File: src/rtl/lcd_spi_pkg.sv
// Shared types and constants for the LCD SPI master: FSM states, SPI modes
// and the mode-to-{cpol, cpha} mapping.
package lcd_spi_pkg;

    typedef enum logic [2:0] {
        IDLE,
        GAP_SW,
        SETUP,
        SHIFT,
        HOLD,
        GAP
    } state_t;

    localparam logic [1:0] SPI_MODE0 = 2'd0;
    localparam logic [1:0] SPI_MODE1 = 2'd1;
    localparam logic [1:0] SPI_MODE2 = 2'd2;
    localparam logic [1:0] SPI_MODE3 = 2'd3;

    // Returns {cpol, cpha} for a standard SPI mode number.
    function automatic logic [1:0] mode_to_cfg(input logic [1:0] mode);
        logic cpol;
        logic cpha;
        cpol = mode[1];
        cpha = mode[0];
        return {cpol, cpha};
    endfunction

endpackage

File: src/rtl/lcd_spi_tick_gen.sv
// Half-period timer: down-counter reloaded with div, one-cycle tick every
// div+1 cycles. Clearing restarts a full half-period.
module lcd_spi_tick_gen (
    input  logic       clk,
    input  logic       reset,
    input  logic       clear,
    input  logic [7:0] div,
    output logic       tick
);

    logic [7:0] cnt;

    always_ff @(posedge clk) begin
        if (reset) begin
            cnt <= 8'd0;
        end else if (clear) begin
            cnt <= div;
        end else if (cnt == 8'd0) begin
            cnt <= div;
        end else begin
            cnt <= cnt - 8'd1;
        end
    end

    assign tick = (cnt == 8'd0);

endmodule

File: src/rtl/lcd_spi_master.sv
// SPI master for LCD panels: runtime divider, CPOL/CPHA modes, D/C line,
// multiple chip selects with CS hold across words, 3-wire readback.
module lcd_spi_master
    import lcd_spi_pkg::*;
#(
    parameter int DATA_W    = 8,
    parameter int NUM_CS    = 2,
    parameter int CS_W      = (NUM_CS > 1) ? $clog2(NUM_CS) : 1,
    parameter bit LSB_FIRST = 1'b0
) (
    input  logic              clk,
    input  logic              reset,
    input  logic [7:0]        cfg_div,
    input  logic              cfg_cpol,
    input  logic              cfg_cpha,
    input  logic              cmd_valid,
    output logic              cmd_ready,
    input  logic [DATA_W-1:0] cmd_data,
    input  logic              cmd_dc,
    input  logic              cmd_read,
    input  logic [CS_W-1:0]   cmd_cs,
    input  logic              cmd_last,
    output logic              rsp_valid,
    output logic [DATA_W-1:0] rsp_data,
    output logic              busy,
    output logic              spi_sclk,
    output logic [NUM_CS-1:0] spi_ss_n,
    output logic              spi_dc,
    output logic              spi_sdo,
    output logic              spi_sdo_oe,
    input  logic              spi_sdi
);

    localparam int HW = $clog2(2 * DATA_W);
    localparam logic [HW-1:0] LAST_HALF = HW'(2 * DATA_W - 1);

    state_t            state_q, state_n;
    logic              ready_q, ready_n;
    logic [CS_W-1:0]   cs_q, cs_n;
    logic [CS_W-1:0]   held_cs_q, held_cs_n;
    logic              held_q, held_n;
    logic              dcl_q, dcl_n;
    logic              read_q, read_n;
    logic              last_q, last_n;
    logic              cpol_q, cpol_n;
    logic              cpha_q, cpha_n;
    logic [7:0]        div_q, div_n;
    logic [DATA_W-1:0] tx_q, tx_n;
    logic [DATA_W-1:0] rx_q, rx_n;
    logic [HW-1:0]     half_q, half_n;
    logic              sclk_q, sclk_n;
    logic [NUM_CS-1:0] ss_q, ss_n;
    logic              dc_q, dc_n;
    logic              sdo_q, sdo_n;
    logic              oe_q, oe_n;
    logic              rv_q, rv_n;
    logic [DATA_W-1:0] rd_q, rd_n;

    logic              accept, tick, clear, go_setup, lead, upd, smp;
    logic [7:0]        tick_div;
    logic [CS_W-1:0]   src_cs;
    logic [DATA_W-1:0] src_data, tx_shift;
    logic              src_dc, src_read;

    function automatic logic [NUM_CS-1:0] cs_mask(input logic [CS_W-1:0] cs);
        logic [NUM_CS-1:0] m;
        for (int i = 0; i < NUM_CS; i++) m[i] = (int'(cs) != i);
        return m;
    endfunction

    function automatic logic first_bit(input logic [DATA_W-1:0] d);
        return LSB_FIRST ? d[0] : d[DATA_W-1];
    endfunction

    assign accept   = cmd_valid && ready_q;
    // The counter restarts on every state change; in IDLE it must load the
    // divider being accepted, not the previous word's copy.
    assign clear    = (state_n != state_q);
    assign tick_div = (state_q == IDLE) ? cfg_div : div_q;

    lcd_spi_tick_gen u_tick (
        .clk   (clk),
        .reset (reset),
        .clear (clear),
        .div   (tick_div),
        .tick  (tick)
    );

    assign tx_shift = LSB_FIRST ? (tx_q >> 1) : (tx_q << 1);
    assign lead     = ~half_q[0];
    // CPHA=1 keeps the SETUP bit through the first leading edge; CPHA=0
    // holds the final bit through HOLD instead of shifting past it.
    assign upd      = cpha_q ? (lead && half_q != '0) : (!lead && half_q != LAST_HALF);
    assign smp      = cpha_q ? !lead : lead;

    always_comb begin
        state_n   = state_q;
        cs_n      = cs_q;
        held_cs_n = held_cs_q;
        held_n    = held_q;
        dcl_n     = dcl_q;
        read_n    = read_q;
        last_n    = last_q;
        cpol_n    = cpol_q;
        cpha_n    = cpha_q;
        div_n     = div_q;
        tx_n      = tx_q;
        rx_n      = rx_q;
        half_n    = half_q;
        sclk_n    = sclk_q;
        ss_n      = ss_q;
        dc_n      = dc_q;
        sdo_n     = sdo_q;
        oe_n      = oe_q;
        rv_n      = 1'b0;
        rd_n      = rd_q;
        go_setup  = 1'b0;

        src_cs   = (state_q == IDLE) ? cmd_cs   : cs_q;
        src_data = (state_q == IDLE) ? cmd_data : tx_q;
        src_dc   = (state_q == IDLE) ? cmd_dc   : dcl_q;
        src_read = (state_q == IDLE) ? cmd_read : read_q;

        case (state_q)
            IDLE: begin
                if (!held_q) sclk_n = cfg_cpol;
                if (accept) begin
                    cs_n   = cmd_cs;
                    tx_n   = cmd_data;
                    dcl_n  = cmd_dc;
                    read_n = cmd_read;
                    last_n = cmd_last;
                    div_n  = cfg_div;
                    cpol_n = cfg_cpol;
                    cpha_n = cfg_cpha;
                    held_n = 1'b0;
                    if (held_q && cmd_cs != held_cs_q) begin
                        state_n = GAP_SW;
                        ss_n    = '1;
                        sclk_n  = cfg_cpol;
                    end else begin
                        go_setup = 1'b1;
                    end
                end
            end
            GAP_SW: if (tick) go_setup = 1'b1;
            SETUP: begin
                if (tick) begin
                    state_n = SHIFT;
                    half_n  = '0;
                end
            end
            SHIFT: begin
                if (tick) begin
                    sclk_n = ~sclk_q;
                    half_n = half_q + HW'(1);
                    if (smp) rx_n = LSB_FIRST ? {spi_sdi, rx_q[DATA_W-1:1]}
                                              : {rx_q[DATA_W-2:0], spi_sdi};
                    if (upd && !read_q) begin
                        tx_n  = tx_shift;
                        sdo_n = first_bit(tx_shift);
                    end
                    if (half_q == LAST_HALF) state_n = HOLD;
                end
            end
            HOLD: begin
                if (tick) begin
                    oe_n = 1'b0;
                    if (read_q) begin
                        rv_n = 1'b1;
                        rd_n = rx_q;
                    end
                    if (last_q) begin
                        state_n = GAP;
                        ss_n    = '1;
                        held_n  = 1'b0;
                    end else begin
                        state_n   = IDLE;
                        held_n    = (int'(cs_q) < NUM_CS);
                        held_cs_n = cs_q;
                    end
                end
            end
            GAP: if (tick) state_n = IDLE;
            default: state_n = IDLE;
        endcase

        if (go_setup) begin
            state_n = SETUP;
            ss_n    = cs_mask(src_cs);
            dc_n    = src_dc;
            tx_n    = src_data;
            sdo_n   = src_read ? 1'b0 : first_bit(src_data);
            oe_n    = !src_read;
            rx_n    = '0;
            sclk_n  = (state_q == IDLE) ? cfg_cpol : cpol_q;
        end

        ready_n = (state_n == IDLE);
    end

    always_ff @(posedge clk) begin
        if (reset) begin
            state_q   <= IDLE;
            ready_q   <= 1'b0;
            cs_q      <= '0;
            held_cs_q <= '0;
            held_q    <= 1'b0;
            dcl_q     <= 1'b0;
            read_q    <= 1'b0;
            last_q    <= 1'b0;
            cpol_q    <= 1'b0;
            cpha_q    <= 1'b0;
            div_q     <= 8'd0;
            tx_q      <= '0;
            rx_q      <= '0;
            half_q    <= '0;
            sclk_q    <= 1'b0;
            ss_q      <= '1;
            dc_q      <= 1'b0;
            sdo_q     <= 1'b0;
            oe_q      <= 1'b0;
            rv_q      <= 1'b0;
            rd_q      <= '0;
        end else begin
            state_q   <= state_n;
            ready_q   <= ready_n;
            cs_q      <= cs_n;
            held_cs_q <= held_cs_n;
            held_q    <= held_n;
            dcl_q     <= dcl_n;
            read_q    <= read_n;
            last_q    <= last_n;
            cpol_q    <= cpol_n;
            cpha_q    <= cpha_n;
            div_q     <= div_n;
            tx_q      <= tx_n;
            rx_q      <= rx_n;
            half_q    <= half_n;
            sclk_q    <= sclk_n;
            ss_q      <= ss_n;
            dc_q      <= dc_n;
            sdo_q     <= sdo_n;
            oe_q      <= oe_n;
            rv_q      <= rv_n;
            rd_q      <= rd_n;
        end
    end

    assign cmd_ready  = ready_q;
    assign busy       = (state_q != IDLE) || held_q;
    assign rsp_valid  = rv_q;
    assign rsp_data   = rd_q;
    assign spi_sclk   = sclk_q;
    assign spi_ss_n   = ss_q;
    assign spi_dc     = dc_q;
    assign spi_sdo    = sdo_q;
    assign spi_sdo_oe = oe_q;

endmodule

File: config.mk
export PLATFORM = sky130hd
export DESIGN_NAME = lcd_spi_master
export DESIGN_NICKNAME = d
export VERILOG_FILES = /design/src/rtl/lcd_spi_pkg.sv /design/src/rtl/lcd_spi_tick_gen.sv /design/src/rtl/lcd_spi_master.sv
export SDC_FILE = /design/constraint.sdc
export NUM_CORES = 1
export LEC_CHECK = 0
export CORE_UTILIZATION = 50
export CTS_BUF_LIST = sky130_fd_sc_hd__clkbuf_8
export DETAILED_ROUTE_END_ITERATION = 6
export DONT_BUFFER_PORTS = 1
export GPL_ROUTABILITY_DRIVEN = 0
export PLACE_DENSITY = 0.76
export SLEW_MARGIN = 20
export SYNTH_ARGS = -nofsm -noshare
export SYNTH_HDL_FRONTEND = slang
export SYNTH_HIERARCHICAL = 1
export SYNTH_SLANG_ARGS = --single-unit
File: constraint.sdc
create_clock -name clk -period 2.2 [get_ports clk]
set_input_delay 0.33 -clock clk [delete_from_list [all_inputs] [get_ports clk]]
set_output_delay 0.33 -clock clk [all_outputs]
set_load 0.02 [all_outputs]
==> impl_metrics.toml <==
[run_status]
status = "completed"

[logic_synthesis]
yosysTopAreaCell = "dfxtp_1"
syn_inst = 367
synth_nets = 397
ys_warn_count = 6
synth-edff-count = 0
synth_top_area_share_pct = 41.0
synthArstFlopShare_pct = 0
synth_flop_cell = "dfxtp_1"
synth_area_leaders = "dfxtp_1 (41%), nand2_1 (8.1%), mux2i_1 (6.8%)"
yosysMostFrequentCell = "nand2_1"
ys_seq_area_share_pct = 41.0
syn_area_mm2 = 0.00307
ys_top_cells_by_count = "nand2_1 (66), dfxtp_1 (63), nor2_1 (49)"
ys_ff_latch = 63
yosysUniqueCellTypes = 55
avgSynthCellArea_um2 = 8.37

[power_and_ir_drop]
comb_power_share_pct = 37.7
power.share.sequential_pct = 37.6
peakVddDrop_mv = 0.717
power_density_mw_per_mm2 = 1100
p_clk_share_pct = 24.8
netSwitchingFraction_pct = 35.8
p_leak_uw = 0.00143
internal_power_uw = 2490
p_sw_uw = 1390

[worst_setup_path]
slowest_delay_ps = 340
critPathKind = "reg -> reg"
cp_max_fo = 6
cp_top_family = "compound AO/OA/AOI/OAI gates"
required_ps = 2430
critPathSlowestCell = "dfxtp_2"
crit_path_start_kind = "flip-flop"
path_cells = "nor4_4, and3_4, inv_4, o31ai_4, o2111a_2, o31ai_4, a31oi_4, buf_6, mux2i_1, nor2_1"
end_kind = "flip-flop"
crit_arrival_ps = 2360
path_buf_inv = 2
crit_top_cell = "o31ai_4"

[final_layout]
antennaDiodeCount = 0
final_util_pct = 59.5
nNetsFinal = 413
area_growth_pct = 14.6
n_fill_cell = 524
drive_gt1_share_pct = 18.0

[routing]
drt_pass1_iterations = 5
viasPerCell = 5.55
route.detailed.drc = 0
via_count = 2571
routedWlPerCell_um = 15.0
wirelength_mm = 6.95
ant_nets = 0
first_iter_violations = 139

[cts]
htreeDepth = 3
cts_buffer_depth = 2
numCtsBuffers = 9
cts_sinks = 63
cts_tree = "built"
cts-root-buf = "clkbuf_8"
worstSkewPairLatency_ps = 340
clkTransAtPathRegs_ps = 60

[worst_hold_path]
hold_path_class = "in -> reg"

[timing]
period_share_pct = 96.7
worstMarginPinSlew_ps = 417
max_freq_mhz = 470
grt_setup_unrepaired = "true"
final.setup.tns_ps = 0
clock_skew_ps = 5.78
finalHoldViolCount = 0
relSlewSlack_pct = 72.2
setup_ws_ps = 71.8
drv_slew = 0
setup_viol = 0
min_period_ps = 2130

[grt]
grt_pass1_vias = 2441
grt_pass1_wl_mm = 11.3
grt.total_usage_pct = 23.3
grt.overflow.total = 0
grt_max_degree = 54
antenna_found_initial = 0

[die]
core_mm2 = 0.00592
io_pins = 43
die-area_mm2 = 0.00646
initial_core_util_pct = 51.9
rows = 28
fp.dieH_um = 80.4
chipWidth_um = 80.4

[place]
io_buffers = 0
hpwl_mm = 4.70
pre_cts_ws_ps = -35.7

[flow_run]
maxCapViolations = 0
==> worst paths after layout <==
| path | start | to | slack [ps] | depth (start not counted) |
|---|---|---|---|---|
| worst max-delay path | u_tick/cnt[6]$_SDFF_PP0_ | u_tick/cnt[0]$_SDFF_PP0_ | 70 | 10 |
| worst min-delay path | reset | div_q[5]$_SDFFE_PP0P_ | 50 | 1 |
| worst max register to register | u_tick/cnt[6]$_SDFF_PP0_ | u_tick/cnt[0]$_SDFF_PP0_ | 70 | 10 |
| worst min register to register | div_q[7]$_SDFFE_PP0P_ | div_q[7]$_SDFFE_PP0P_ | 450 | 2 |
==> timing repair <==
action | CTS | global route
endpoints found under the setup margin | 6 | 8
pin swaps | 3 | 8
hold endpoints to repair | 0 | 0
resized for setup | 2 | 13
hold buffers | 0 | 0
buffers inserted | 1 | 0
==> worst register-to-register path, delay by kind of cell, from the launching register on <==
kind	cells	cell delay (ps)
simple gates	3	650
buf+inv	2	200
flops	1	340
compound gates	4	660
mux	1	180
==> sequential cells by signal, indices dropped and copies added, names as in the netlist, 2 cells and up <==
name and flops:
rx_q 8, state_q 3, rsp_data 8, u_tick/cnt 8, tx_q 8, spi_ss_n 2
half_q 4, div_q 8
==> power by group through the flow <==
stage          registers (uW)  clock network [uW]  logic [uW]
6_report                 1460                 959        1460
5_1_grt                  1480                1040        1600
4_1_cts                  1450                 987        1400
3_5_place_dp             1480                   0        1370
3_3_place_gp             1470                   0        1320
2_1_floorplan            1460                   0        1020
==> cell type report <==
class | count | area (um^2) | area share (%)
inverter | 16 | 62.6 | 1.78
clock buffer | 10 | 138 | 3.91
clock inverter | 6 | 52.6 | 1.49
timing repair buffer | 25 | 211 | 6.00
tap | 75 | 93.8 | 2.66
sequential | 63 | 1260 | 35.9
multi-input combinational | 268 | 1700 | 48.3
==> through the flow <==
step	total power, uW	cell area [um^2]	std cells	hold WS, ps
2_1_floorplan	2480	3090	367	432
3_3_place_gp	2790	3270	446	393
3_5_place_dp	2840	3270	446	394
4_1_cts	3840	3480	463	30.9
5_1_grt	4110	3520	463	20.6
6_report	3880	3520	463	47.4
==> logic make-up (layout without fill, tap and decap cells) <==
family,Yosys count,after routing,share of synthesized area (%)
simple gates,155,155,23.7
compound gates,81,81,19.7
flops,63,63,41.0
buf+inv,36,57,5.13
mux,21,21,6.84
xor+xnor,7,7,2.00
fa+ha+maj,4,4,1.63
==> per-layer routing <==
metal / global-route usage [%] / part of all wire (%)
met1: 27.0 / 42
met2: 38.1 / 49
met3: 9.43 / 7.8
met4: 8.75 / 1.4
met5: 0 / 0
==> cell usage in the layout (no fill, tap or decap), drive strengths merged, types with 3 or more instances in the layout <==
cell type  instances
a211oi            12
nor3               7
o21ai             11
o31ai              3
inv               18
nor2b              6
buf               25
ha                 4
mux2i             21
dfxtp             63
xor2               3
nand2b             5
a221oi             6
clkbuf            10
clkinv             3
xnor2              4
a31oi              5
nand3              6
nor2              50
a21oi             28
nand2             67
Note: power is estimated with default switching activity, not from simulation.
